<file path="config.mk">
export PLATFORM = sky130hd
export DESIGN_NAME = wash_seq_ctrl
export DESIGN_NICKNAME = d
export VERILOG_FILES = /design/src/rtl/wash_seq_ctrl.sv
export SDC_FILE = /design/constraint.sdc
export NUM_CORES = 1
export LEC_CHECK = 0
export ABC_AREA = 1
export ABC_CLOCK_PERIOD_IN_PS = 1980
export BUFFER_PORTS_ARGS = -buffer_cell sky130_fd_sc_hd__buf_2
export CORE_ASPECT_RATIO = 0.7
export CORE_MARGIN = 2
export CORE_UTILIZATION = 55
export DETAILED_ROUTE_END_ITERATION = 10
export PLACE_DENSITY = 0.79
export SLEW_MARGIN = 0
export SYNTH_ARGS = -nofsm -noshare
export SYNTH_HDL_FRONTEND = slang
export SYNTH_SLANG_ARGS = --single-unit
</file>
<file path="constraint.sdc">
create_clock -name clk_N -period 1.98 [get_ports clk_N]
set_input_delay 0.297 -clock clk_N [delete_from_list [all_inputs] [get_ports clk_N]]
set_output_delay 0.297 -clock clk_N [all_outputs]
set_load 0.05 [all_outputs]
</file>
<file path="src/rtl/wash_seq_ctrl.sv">
// ---------------------------------------------------------------------------
// wash_seq_ctrl
// Washing-machine programme sequencer. Walks the selected programme through
// its wash, rinse and spin phases, counting each phase down on the 1 Hz tick,
// and finishes with a timed buzzer before returning to IDLE.
//
// Optional feature macro: WASH_DOOR_LOCK_EN
//   When defined, adds the door_open input and the door_lock output. An open
//   door blocks starting and pauses an active programme.
//
// Ports
//   clk_N        in   system clock
//   rst          in   synchronous active-high reset
//   tick         in   one-cycle enable, once per second
//   start_pause  in   start from IDLE, otherwise toggle run/pause
//   mode_next    in   advance programme (IDLE only), wraps 5 -> 0
//   weight_next  in   advance load (IDLE only), wraps 3 -> 0
//   door_open    in   door sensor (WASH_DOOR_LOCK_EN only)
//   mode         out  selected programme 0..5
//   weight       out  selected load 0..3
//   state        out  current state code
//   running      out  countdown is advancing
//   remain       out  ticks left in the current phase
//   rinse_left   out  rinse passes not yet completed
//   light_xi     out  wash block still pending
//   light_piao   out  rinse block still pending
//   light_tuo    out  spin block still pending
//   valve_in     out  fill valve
//   valve_out    out  drain valve
//   buzzer       out  completion buzzer
//   door_lock    out  door held shut (WASH_DOOR_LOCK_EN only)
// ---------------------------------------------------------------------------
module wash_seq_ctrl #(
    parameter int unsigned TIME_W  = 8,
    parameter int unsigned FILL_T  = 3,
    parameter int unsigned WASH_T  = 5,
    parameter int unsigned DRAIN_T = 2,
    parameter int unsigned DRY_T   = 2,
    parameter int unsigned RINSE_T = 3,
    parameter int unsigned SPIN_T  = 4,
    parameter int unsigned RINSES  = 2,
    parameter int unsigned BUZZ_T  = 3
) (
    input  logic              clk_N,
    input  logic              rst,
    input  logic              tick,
    input  logic              start_pause,
    input  logic              mode_next,
    input  logic              weight_next,
`ifdef WASH_DOOR_LOCK_EN
    input  logic              door_open,
    output logic              door_lock,
`endif
    output logic [2:0]        mode,
    output logic [1:0]        weight,
    output logic [3:0]        state,
    output logic              running,
    output logic [TIME_W-1:0] remain,
    output logic [2:0]        rinse_left,
    output logic              light_xi,
    output logic              light_piao,
    output logic              light_tuo,
    output logic              valve_in,
    output logic              valve_out,
    output logic              buzzer
);

    typedef enum logic [3:0] {
        IDLE   = 4'd0,
        FILL   = 4'd1,
        WASH   = 4'd2,
        RDRAIN = 4'd3,
        RDRY   = 4'd4,
        RFILL  = 4'd5,
        RINSE  = 4'd6,
        SDRAIN = 4'd7,
        SPIN   = 4'd8,
        DONE   = 4'd9
    } state_t;

    // Blocks contained in a programme, packed as {wash, rinse, spin}.
    function automatic logic [2:0] prog_blocks(input logic [2:0] m);
        case (m)
            3'd0:    prog_blocks = 3'b111;
            3'd1:    prog_blocks = 3'b100;
            3'd2:    prog_blocks = 3'b110;
            3'd3:    prog_blocks = 3'b010;
            3'd4:    prog_blocks = 3'b011;
            3'd5:    prog_blocks = 3'b001;
            default: prog_blocks = 3'b000;
        endcase
    endfunction

    function automatic logic [TIME_W-1:0] phase_dur(input state_t s, input logic [1:0] w);
        case (s)
            FILL, RFILL:    phase_dur = TIME_W'(FILL_T) + TIME_W'(w);
            WASH:           phase_dur = TIME_W'(WASH_T);
            RDRAIN, SDRAIN: phase_dur = TIME_W'(DRAIN_T);
            RDRY:           phase_dur = TIME_W'(DRY_T);
            RINSE:          phase_dur = TIME_W'(RINSE_T);
            SPIN:           phase_dur = TIME_W'(SPIN_T);
            DONE:           phase_dur = TIME_W'(BUZZ_T);
            default:        phase_dur = '0;
        endcase
    endfunction

    // Programme phases are ordered wash < rinse < spin, so a block is still
    // pending exactly while the state code has not passed its last phase.
    function automatic logic [2:0] lights_for(input state_t s, input logic [2:0] m);
        logic [2:0] b;
        b = prog_blocks(m);
        case (s)
            IDLE:    lights_for = b;
            DONE:    lights_for = 3'b000;
            default: lights_for = {b[2] && (s <= WASH), b[1] && (s <= RINSE), b[0] && (s <= SPIN)};
        endcase
    endfunction

    state_t            cur_state, next_state, first_st, adv_st;
    logic [TIME_W-1:0] remain_n;
    logic              running_n, buzzer_n, door_blocked;
    logic [2:0]        rinse_n, mode_n, blk, lights_n;
    logic [1:0]        weight_n;

`ifdef WASH_DOOR_LOCK_EN
    assign door_blocked = door_open;
    assign door_lock    = (cur_state != IDLE) && (cur_state != DONE);
`else
    assign door_blocked = 1'b0;
`endif

    assign blk       = prog_blocks(mode);
    assign state     = cur_state;
    assign valve_in  = running && ((cur_state == FILL) || (cur_state == RFILL));
    assign valve_out = running && ((cur_state == RDRAIN) || (cur_state == SDRAIN));

    // Where the programme begins and where the current phase hands over when
    // its countdown expires. A rinse pass repeats while passes remain.
    always_comb begin
        first_st = blk[2] ? FILL : blk[1] ? RDRAIN : blk[0] ? SDRAIN : IDLE;
        case (cur_state)
            FILL:    adv_st = WASH;
            WASH:    adv_st = blk[1] ? RDRAIN : (blk[0] ? SDRAIN : DONE);
            RDRAIN:  adv_st = RDRY;
            RDRY:    adv_st = RFILL;
            RFILL:   adv_st = RINSE;
            RINSE:   adv_st = ((rinse_left - 3'd1) != 3'd0) ? RDRAIN : (blk[0] ? SDRAIN : DONE);
            SDRAIN:  adv_st = SPIN;
            SPIN:    adv_st = DONE;
            default: adv_st = IDLE;
        endcase
    end

    // Next-state logic. A start_pause pulse always wins over a coincident
    // tick, and in IDLE it also swallows coincident selection pulses.
    always_comb begin
        next_state = cur_state;
        remain_n   = remain;
        running_n  = running;
        rinse_n    = rinse_left;
        mode_n     = mode;
        weight_n   = weight;
        buzzer_n   = buzzer;
        case (cur_state)
            IDLE: begin
                if (start_pause) begin
                    if (!door_blocked && (first_st != IDLE)) begin
                        next_state = first_st;
                        remain_n   = phase_dur(first_st, weight);
                        running_n  = 1'b1;
                        rinse_n    = 3'(RINSES);
                    end
                end else begin
                    if (mode_next)
                        mode_n = (mode == 3'd5) ? 3'd0 : mode + 3'd1;
                    if (weight_next)
                        weight_n = weight + 2'd1;
                end
            end
            FILL, WASH, RDRAIN, RDRY, RFILL, RINSE, SDRAIN, SPIN: begin
                if (door_blocked) begin
                    running_n = 1'b0;
                end else if (start_pause) begin
                    running_n = ~running;
                end else if (tick && running) begin
                    if (remain == TIME_W'(1)) begin
                        next_state = adv_st;
                        remain_n   = phase_dur(adv_st, weight);
                        if (cur_state == RINSE)
                            rinse_n = rinse_left - 3'd1;
                        if (adv_st == DONE) begin
                            running_n = 1'b0;
                            buzzer_n  = 1'b1;
                        end
                    end else begin
                        remain_n = remain - TIME_W'(1);
                    end
                end
            end
            DONE: begin
                // The buzzer countdown runs even though running is low.
                if (tick) begin
                    if (remain == TIME_W'(1)) begin
                        next_state = IDLE;
                        remain_n   = '0;
                        buzzer_n   = 1'b0;
                    end else begin
                        remain_n = remain - TIME_W'(1);
                    end
                end
            end
            default: begin
                next_state = IDLE;
                running_n  = 1'b0;
                buzzer_n   = 1'b0;
                remain_n   = '0;
            end
        endcase
        lights_n = lights_for(next_state, mode_n);
    end

    // State register. Indicators are registered from the next state so that
    // reset clears them like every other output.
    always_ff @(posedge clk_N) begin
        if (rst) begin
            cur_state  <= IDLE;
            remain     <= '0;
            running    <= 1'b0;
            rinse_left <= 3'd0;
            mode       <= 3'd0;
            weight     <= 2'd0;
            buzzer     <= 1'b0;
            light_xi   <= 1'b0;
            light_piao <= 1'b0;
            light_tuo  <= 1'b0;
        end else begin
            cur_state  <= next_state;
            remain     <= remain_n;
            running    <= running_n;
            rinse_left <= rinse_n;
            mode       <= mode_n;
            weight     <= weight_n;
            buzzer     <= buzzer_n;
            {light_xi, light_piao, light_tuo} <= lights_n;
        end
    end

endmodule

</file>
==> results.ini, run 1 <==
[status]
status=finished, final reports clean

[placed_design]
placedInstanceArea_um2=2030
gp_congestion=0.952
portBuffers=32
dp_slack_ps=135
dpl.hpwl_um=3560

[synth]
syn-cell-area_um2=1790
yosys_warnings=0
ys.flop_type=dfxtp_1
synth_nets=288
yosys.area.top_type=dfxtp_1
synth_cells=276
ys_ff_latch=25
synth_edf_count=0
avgSynthCellArea_um2=6.50
synth_cell_type_count=39
async_flop_share_pct=0
synthTopCellsByArea=dfxtp_1, nand2_1, inv_1
synth_top_area_share_pct=27.9
yosysSeqAreaShare_pct=27.9

[cts]
cts_tree=yes
clock-sinks=25
holdBufCountCts=0
cts-root-buf=clkbuf_8
insertion_delay_ps=270
clockBufferDepth=2
clk_pin_slew_ps=90
htree_levels=1
numCtsBuffers=3

[sta]
grt_setup_unrepaired=no
finalSetupTns_ps=0
min_period_over_period_pct=93.3
period_minus_slack_ps=1850
finalWorstSetupSlack_ps=132
setup_viol=0
drv_slew=0
worstMarginPinSlew_ps=320
fin_worst_skew_ps=1.93
fmax_mhz=541
final-hold-violation-count=0
worst_slew_margin_rel_pct=78.6

[power_and_ir_drop]
power_density_nw_per_um2=732
ir_worst_vdd_mv=0.371
power_leakage_nw=1.07
power_w=0.00156

[finish]
num_antenna_cells=0
fin_nets=328
utilization_pct=68.2
layout-drive-gt1-share_pct=29.5
area_growth_pct=18.9
n_fill_cell=268
post-route-cell-area_um2=2130

[floorplan]
std_cell_rows=17
die_y_um=51.8
io-pin-count=33
chipWidth_um=72.3
start_util_pct=57.4
die_area_um2=3740
fp.coreArea_um2=3130

[detailed_routing]
viasPerCell=5.34
drc=0
wl_per_cell_um=13.0
dr_total_vias=1886
firstDrtPassIters=4
ant_nets=0
routed_wl_um=4600
drt_iter0_markers=192

[job]
maxCapViolCount=0

[setup_path]
cp-start-kind=flop
worstSetupPathType=reg -> reg
cp-end-kind=flop
cp.required_ps=2200
cp_max_fo=7
crit_arrival_ps=2060

[global_routing]
grt_remaining_overflow=0
grt_start_max_net_pins=15
grt_pass1_vias=1590
grtUsageTotal_pct=25.3
antenna_found_initial=0
grt_first_pass_wirelength_um=7310

[worst_hold_path]
hold_path.class=in -> reg

-- final timing paths --
| path | endpoint | slack, ps | startpoint | depth (start not counted) |
|---|---|---|---|---|
| hold / removal | weight[0]$_SDFFE_PP0P_ | 330 | weight_next | 3 |
| hold reg to reg | weight[1]$_SDFFE_PP0P_ | 490 | weight[1]$_SDFFE_PP0P_ | 2 |
| setup / recovery | light_xi$_SDFF_PP0_ | 130 | state[0]$_SDFF_PP0_ | 13 |
| setup reg to reg | light_xi$_SDFF_PP0_ | 130 | state[0]$_SDFF_PP0_ | 13 |
-- state kept, by name, summed over array words and instances, names as in the netlist --
register,flops
mode,3
light_xi,1
weight,2
light_piao,1
running,1
state,4
rinse_left,3
remain,8
buzzer,1
light_tuo,1
-- placed cells by master (no fill, tap or decap), types with 5 or more instances in the layout --
cell / count
inv_1: 44
nor2_2: 5
buf_4: 5
inv_2: 6
nor2_1: 41
buf_2: 32
dfxtp_2: 5
ha_1: 5
dfxtp_1: 19
a31oi_1: 5
nand2_1: 48
a21oi_1: 15
nand3_1: 13
nand2_2: 7
o21ai_0: 14
-- synthesized netlist by cell type, types with 3 or more instances --
library cell / count
nand2_1: 51
inv_1: 45
nor2_1: 43
dfxtp_1: 25
a21oi_1: 17
nand3_1: 15
o21ai_0: 15
ha_1: 6
a31oi_1: 5
inv_2: 5
nor2_2: 5
nand2_2: 4
nor3_1: 3
o21a_1: 3
o21ai_2: 3
-- repair_timing --
action	4_1_cts	5_1_grt
resized for setup	0	19
endpoints found under the setup margin	0	10
setup buffers	0	1
-- where the power goes --
part	leakage [nW]	total (W)	internal [W]	switching (W)
Clock	0.0255	0.000310	0.000141	0.000169
Sequential	0.208	0.000601	0.000551	0.0000503
Combinational	0.837	0.000650	0.000191	0.000460
-- worst max-delay path: stages (launching register included) --
cell and delay, ps:
dfxtp_2 360, inv_1 130, nand2_2 100, nor2_4 150, inv_2 80, nand2_4 110
inv_4 70, nand2_2 110, inv_2 60, o22ai_1 190, nand3_1 140, nand2_1 110
nand3_1 80, nor2_1 100
-- metal layers --
metal  vias to the layer above  part of all wire, %  track usage (%)
met2                        88                   39             33.3
met5                         -                    0                0
li1                        961                    -                -
met3                         9                   12             8.72
met1                       828                   47             38.8
met4                         0                  1.2             5.03
-- stage by stage --
step / instances / hold slack [ps]
final: 353 / 329
after global placement: 348 / 465
after global routing: 353 / 362
after floorplan: 276 / 368
after CTS: 352 / 321
after detailed placement: 348 / 483
-- kinds of logic after synthesis --
| group | count (synthesis) | synth area share, % |
|---|---|---|
| AND/OR/NAND/NOR | 132 | 34.9 |
| buffers and inverters | 56 | 12.8 |
| AO/OA/AOI/OAI | 53 | 18.3 |
| flip-flops | 25 | 27.9 |
| adder cells (fa/ha/maj) | 6 | 4.18 |
| XOR/XNOR | 4 | 1.95 |
-- layout make-up --
cell class / instances / area [um^2] / area share [%]
multi-input combinational: 195 / 1120 / 52.4
sequential: 25 / 510 / 23.9
inverter: 54 / 214 / 10.0
timing repair buffer: 37 / 198 / 9.27
tap: 38 / 47.5 / 2.23
clock buffer: 3 / 41.3 / 1.94
clock inverter: 1 / 5.00 / 0.235
(Power assumes the default switching activity.)
==> run 2: changes to the inputs <==
--- a/config.mk
+++ b/config.mk
@@ -8,11 +8,13 @@
 export ABC_AREA = 1
 export ABC_CLOCK_PERIOD_IN_PS = 1980
 export BUFFER_PORTS_ARGS = -buffer_cell sky130_fd_sc_hd__buf_2
+export CELL_PAD_IN_SITES_DETAIL_PLACEMENT = 2
+export CELL_PAD_IN_SITES_GLOBAL_PLACEMENT = 2
 export CORE_ASPECT_RATIO = 0.7
 export CORE_MARGIN = 2
-export CORE_UTILIZATION = 55
+export CORE_UTILIZATION = 30
 export DETAILED_ROUTE_END_ITERATION = 10
-export PLACE_DENSITY = 0.79
+export PLACE_DENSITY_LB_ADDON = 0.1
 export SLEW_MARGIN = 0
 export SYNTH_ARGS = -nofsm -noshare
 export SYNTH_HDL_FRONTEND = slang
==> run 2 against run 1 <==
Against the previous run:
- the flow now finishes with violations (negative setup slack)
- core utilization fell by 28 points
- first-iteration DRC count fell by 70%
- power is 6.6% higher
- die area increased by 77%
- sequential share of layout area decreased by 1.6 points
- count of clock-buffer cells in the layout rose by 1
- non-clock buffer count is 9 higher
- critical path type unchanged
- register-to-register slack worse by 130 ps
- clock power increased by 9.0%
- clock skew is 2.3 ps higher
==> results.ini, run 2 (synthesis results as in run 1) <==
[sta]
fmax_mhz=505  ; was 541 MHz
fin_worst_skew_ps=4.22  ; was 1.93 ps
min_period_over_period_pct=100  ; was 93.3%
finalWorstSetupSlack_ps=-1.21  ; was 132 ps
worst_slew_margin_rel_pct=74.5  ; was 78.6%
worstMarginPinSlew_ps=382  ; was 320 ps
period_minus_slack_ps=1980  ; was 1850 ps
drv_slew=0  ; unchanged
final-hold-violation-count=0  ; unchanged
whs_ps=339  ; was 329 ps
setup_viol=1  ; was 0
finalSetupTns_ps=-1.21  ; was 0 ps

[setup_path]
cp_max_fo=4  ; was 7
cp-start-kind=flop  ; unchanged
cp.required_ps=2200  ; about the same
worstSetupPathType=reg -> reg  ; unchanged
cp-end-kind=flop  ; unchanged
regToRegSetupSlack_ps=-1  ; was 130 ps
crit_arrival_ps=2200  ; was 2060 ps

[global_routing]
grt_first_pass_wirelength_um=10200  ; was 7310 um
grt_start_max_net_pins=14  ; was 15
antenna_found_initial=0  ; unchanged
grt_remaining_overflow=0  ; unchanged
grtUsageTotal_pct=20.6  ; was 25.3%
grt_pass1_vias=1918  ; was 1590

[cts]
clk_pin_slew_ps=100  ; was 90 ps
clockBufferDepth=2  ; unchanged
insertion_delay_ps=280  ; was 270 ps
cts_tree=yes  ; unchanged
numCtsBuffers=3  ; unchanged
htree_levels=1  ; unchanged
holdBufCountCts=0  ; unchanged
cts-root-buf=clkbuf_8  ; unchanged
clock-sinks=25  ; unchanged

[power_and_ir_drop]
power_density_nw_per_um2=728  ; was 732 nW/um^2
p_clk_share_pct=20.3  ; was 19.9%
ir_worst_vdd_mv=0.241  ; was 0.371 mV
power_w=0.00167  ; was 0.00156 W
power.internal_w=0.000913  ; was 0.000883 W
power_frac_comb_pct=44.0  ; was 41.6%
power_leakage_nw=1.12  ; was 1.07 nW
power.switching_w=0.000753  ; was 0.000679 W
sw_frac_of_total_pct=45.2  ; was 43.5%
seqPwrFrac_pct=35.7  ; was 38.5%

[floorplan]
die_y_um=68.7  ; was 51.8 um
fp.coreArea_um2=5760  ; was 3130 um^2
std_cell_rows=23  ; was 17
io-pin-count=33  ; unchanged
chipWidth_um=96.4  ; was 72.3 um
die_area_um2=6630  ; was 3740 um^2
start_util_pct=31.2  ; was 57.4%

[placed_design]
gp_congestion=0.885  ; was 0.952
dp_slack_ps=66.0  ; was 135 ps
dpl.hpwl_um=5460  ; was 3560 um
placedInstanceArea_um2=2140  ; was 2030 um^2
portBuffers=32  ; unchanged

[finish]
fin_nets=337  ; was 328
n_fill_cell=715  ; was 268
area_growth_pct=27.5  ; was 18.9%
post-route-cell-area_um2=2290  ; was 2130 um^2
num_antenna_cells=0  ; unchanged
layout-drive-gt1-share_pct=34.3  ; was 29.5%
largest_register_ffs=8  ; unchanged
top_register=remain  ; unchanged
layout_commonest_cell=nand2_1  ; unchanged
layout_common_cells=nand2_1, inv_1, nor2_1  ; unchanged

[detailed_routing]
firstDrtPassIters=4  ; unchanged
dr_total_vias=1956  ; was 1886
ant_nets=0  ; unchanged
drc=0  ; unchanged
wl_per_cell_um=17.5  ; was 13.0 um
viasPerCell=4.90  ; was 5.34
drt_iter0_markers=58  ; was 192
routed_wl_um=6970  ; was 4600 um

[job]
maxCapViolCount=0  ; unchanged

[status]
status=complete, but fails checks  ; was finished, final reports clean
violations=negative setup slack

[worst_hold_path]
hold_path.class=in -> reg  ; unchanged

==> run 2: layout make-up <==
class                           instances  area (um^2)  share of cell area (%)
Clock buffer                            4         45.0                    1.97
Tap cell                               75         93.8                    4.10
Multi-Input combinational cell        195         1160                    50.7
Timing Repair Buffer                   46          265                    11.6
Sequential cell                        25          510                    22.3
Inverter                               54          214                    9.35
==> run 2: power by group through the flow <==
stage / Clock [W] / Combinational [W] / Sequential [W]
finish: 0.000338 / 0.000733 / 0.000595
global route: 0.000367 / 0.000801 / 0.000602
CTS: 0.000349 / 0.000704 / 0.000595
detailed placement: 0 / 0.000701 / 0.000606
global placement: 0 / 0.000687 / 0.000603
floorplan: 0 / 0.000337 / 0.000774
==> run 2: repair_timing <==
item / in CTS / in global routing
pin swaps: 0 / 9
gates resized for setup: 2 / 31
endpoints found under the setup margin: 2 / 14
buffers inserted: 0 / 2
==> run 2: worst max-delay path, cell delays in order (launching register included) <==
cell and delay (ps):
dfxtp_4 380, buf_4 150, nand2_1 130, nor2_2 80
nor2_1 160, o21ai_1 120, nor2_2 230, nand2_1 90
o21ai_0 120, nand2_1 160, inv_1 100, nand3_1 100
nor2_1 110
==> run 2: final timing paths <==
kind	from	end	cells after the start
worst min-delay path	weight_next	weight[0]$_SDFFE_PP0P_	3
worst max-delay path	state[3]$_SDFF_PP0_	light_xi$_SDFF_PP0_	12
worst max register to register	state[3]$_SDFF_PP0_	light_xi$_SDFF_PP0_	12
worst min register to register	weight[1]$_SDFFE_PP0P_	weight[1]$_SDFFE_PP0P_	2
==> run 2: metrics by stage <==
step | utilization (%) | std cells
5_1_grt | 39.7 | 399
3_3_place_gp | 37.1 | 393
4_1_cts | 37.9 | 397
6_report | 39.7 | 399
3_5_place_dp | 37.1 | 393
2_1_floorplan | - | 276
==> run 2: per-layer routing <==
layer / vias to the layer above / part of all wire (%) / GRT usage [%]
met5: - / 0 / 0
met2: 29 / 43 / 29.3
met1: 950 / 54 / 33.2
li1: 975 / - / -
met4: 0 / 0.39 / 2.11
met3: 2 / 2.9 / 2.93
==> run 3: changes to the inputs <==
--- a/config.mk
+++ b/config.mk
@@ -11,7 +11,7 @@
 export CELL_PAD_IN_SITES_DETAIL_PLACEMENT = 2
 export CELL_PAD_IN_SITES_GLOBAL_PLACEMENT = 2
 export CORE_ASPECT_RATIO = 0.7
-export CORE_MARGIN = 2
+export CORE_MARGIN = 10
 export CORE_UTILIZATION = 30
 export DETAILED_ROUTE_END_ITERATION = 10
 export PLACE_DENSITY_LB_ADDON = 0.1
==> constraint.sdc (replaced) <==
create_clock -name clk_N -period 1.98 [get_ports clk_N]
set_input_delay 0.198 -clock clk_N [delete_from_list [all_inputs] [get_ports clk_N]]
set_output_delay 0.198 -clock clk_N [all_outputs]
set_load 0.05 [all_outputs]
==> run 3 against run 2 <==
Against the previous run:
- the flow now finishes without violations
- largest power group unchanged
- wire length is 4.6% higher
- worst hold slack got worse by 98 ps
- clock skew rose by 7.2 ps
- critical path depth rose by 1
- sequential power barely moved
- die area increased by 44%
- highest routed layer unchanged
- critical path type unchanged
==> results.ini, run 3 (synthesis results as in run 1) <==
[finish]
fin_nets=343  ; was 337
layout-drive-gt1-share_pct=37.0  ; was 34.3%
layout_common_cells=nand2_1, inv_1, nor2_1  ; unchanged
n_fill_cell=700  ; was 715
num_antenna_cells=0  ; unchanged
largest_register_ffs=8  ; unchanged
layout_commonest_cell=nand2_1  ; unchanged
top_register=remain  ; unchanged
area_growth_pct=30.3  ; was 27.5%
instances_no_fill=405  ; was 399

[status]
status=finished, final reports clean  ; was complete, but fails checks

[placed_design]
dp_slack_ps=21.4  ; was 66.0 ps
post-place-cells=397  ; was 393
dpl.hpwl_um=5880  ; was 5460 um
gp_congestion=0.859  ; was 0.885
portBuffers=32  ; unchanged

[detailed_routing]
drt_iter0_markers=65  ; was 58
drc=0  ; unchanged
firstDrtPassIters=4  ; unchanged
dr_total_vias=1991  ; was 1956
wl_per_cell_um=18.0  ; was 17.5 um
ant_nets=0  ; unchanged
viasPerCell=4.92  ; was 4.90
routed_wl_um=7290  ; was 6970 um

[setup_path]
cp-start-kind=flop  ; unchanged
cp.required_ps=2200  ; about the same
worstSetupPathType=reg -> reg  ; unchanged
cp-end-kind=flop  ; unchanged
cp_max_fo=5  ; was 4
crit_arrival_ps=2110  ; was 2200 ps

[cts]
clockBufferDepth=2  ; unchanged
insertion_delay_ps=280  ; about the same
clk_pin_slew_ps=100  ; about the same
htree_levels=1  ; unchanged
cts_tree=yes  ; unchanged
numCtsBuffers=3  ; unchanged
cts-root-buf=clkbuf_8  ; unchanged
clock-sinks=25  ; unchanged

[power_and_ir_drop]
power_leakage_nw=1.16  ; was 1.12 nW
ir_worst_vdd_mv=0.239  ; was 0.241 mV
power_density_nw_per_um2=718  ; was 728 nW/um^2
power_w=0.00168  ; was 0.00167 W

[sta]
final-hold-violation-count=0  ; unchanged
grt_setup_unrepaired=yes
fin_worst_skew_ps=11.4  ; was 4.22 ps
min_period_over_period_pct=95.2  ; was 100%
fmax_mhz=531  ; was 505 MHz
finalWorstSetupSlack_ps=95.1  ; was -1.21 ps
finalSetupTns_ps=0  ; was -1.21 ps
drv_slew=0  ; unchanged
setup_viol=0  ; was 1
worst_slew_margin_rel_pct=73.3  ; was 74.5%
period_minus_slack_ps=1880  ; was 1980 ps
worstMarginPinSlew_ps=400  ; was 382 ps

[floorplan]
die_area_um2=9520  ; was 6630 um^2
fp.coreArea_um2=5760  ; unchanged
start_util_pct=31.2  ; unchanged
io-pin-count=33  ; unchanged
chipWidth_um=112  ; was 96.4 um
die_y_um=84.7  ; was 68.7 um
std_cell_rows=23  ; unchanged

[global_routing]
grt_start_max_net_pins=15  ; was 14
grt_first_pass_wirelength_um=11400  ; was 10200 um
grtUsageTotal_pct=14.7  ; was 20.6%
grt_remaining_overflow=0  ; unchanged
antenna_found_initial=0  ; unchanged
grt_pass1_vias=2115  ; was 1918

[worst_hold_path]
hold_path.class=in -> reg  ; unchanged

[job]
maxCapViolCount=0  ; unchanged

[run 3: cell types whose count changed in the layout (fill, tap and decap cells not counted), sizes merged]
cell / before / now
clkbuf: 4 / 3
buf: 46 / 52
clkinv: 2 / 3
[run 3: area by class of cell]
type | instances | area [um^2] | share of cell area [%]
inverter | 54 | 214 | 9.15
tap | 75 | 93.8 | 4.01
clock inverter | 1 | 5.00 | 0.214
clock buffer | 3 | 41.3 | 1.77
sequential | 25 | 510 | 21.8
multi-input combinational | 195 | 1160 | 49.8
timing repair buffer | 52 | 310 | 13.3
[run 3: per-stage QoR]
step                hold WS [ps]  util (%)  area, um^2
floorplan                    269         -        1810
global placement             467      37.6        2170
detailed placement           478      37.6        2170
CTS                          240      38.4        2210
global route                 254      40.6        2340
finish                       241      40.6        2340
[run 3: worst max-delay path, stage by stage (launching register included)]
cell	delay, ps
dfxtp_4	390
inv_2	90
nand2_2	100
nor2_4	220
inv_2	90
nand2_4	80
inv_4	60
nand2_2	120
inv_2	70
nor2_1	130
a21oi_1	80
a21oi_2	180
nand3_1	120
nor2_1	100
[run 3: path summary, 6_finish.rpt]
kind | start | to | slack (ps) | depth (start not counted)
min reg2reg | weight[1]$_SDFFE_PP0P_ | weight[1]$_SDFFE_PP0P_ | 490 | 2
max | state[0]$_SDFF_PP0_ | light_xi$_SDFF_PP0_ | 100 | 13
min | weight_next | weight[0]$_SDFFE_PP0P_ | 240 | 3
max reg2reg | state[0]$_SDFF_PP0_ | light_xi$_SDFF_PP0_ | 100 | 13
[run 3: what timing repair did]
item	4_1_cts	5_1_grt
hold buffers	0	0
setup endpoints to repair	1	17
setup buffers	0	4
pin swaps	0	5
resized for setup	1	38
[run 3: report_power, final]
group / internal [W] / leakage, nW / switching (W)
clock: 0.000142 / 0.0255 / 0.000193
combinational: 0.000224 / 0.926 / 0.000522
sequential: 0.000552 / 0.208 / 0.0000450
[run 3: routing by layer]
layer	global-route usage, %	share of wire [%]	wire length [um]	vias to the layer above
met2	21.9	42	3080	42
met1	20.9	51	3710	962
met3	4.05	6.1	448	4
met4	1.84	0.66	48	0
li1	-	-	-	983
met5	0	0	0	-
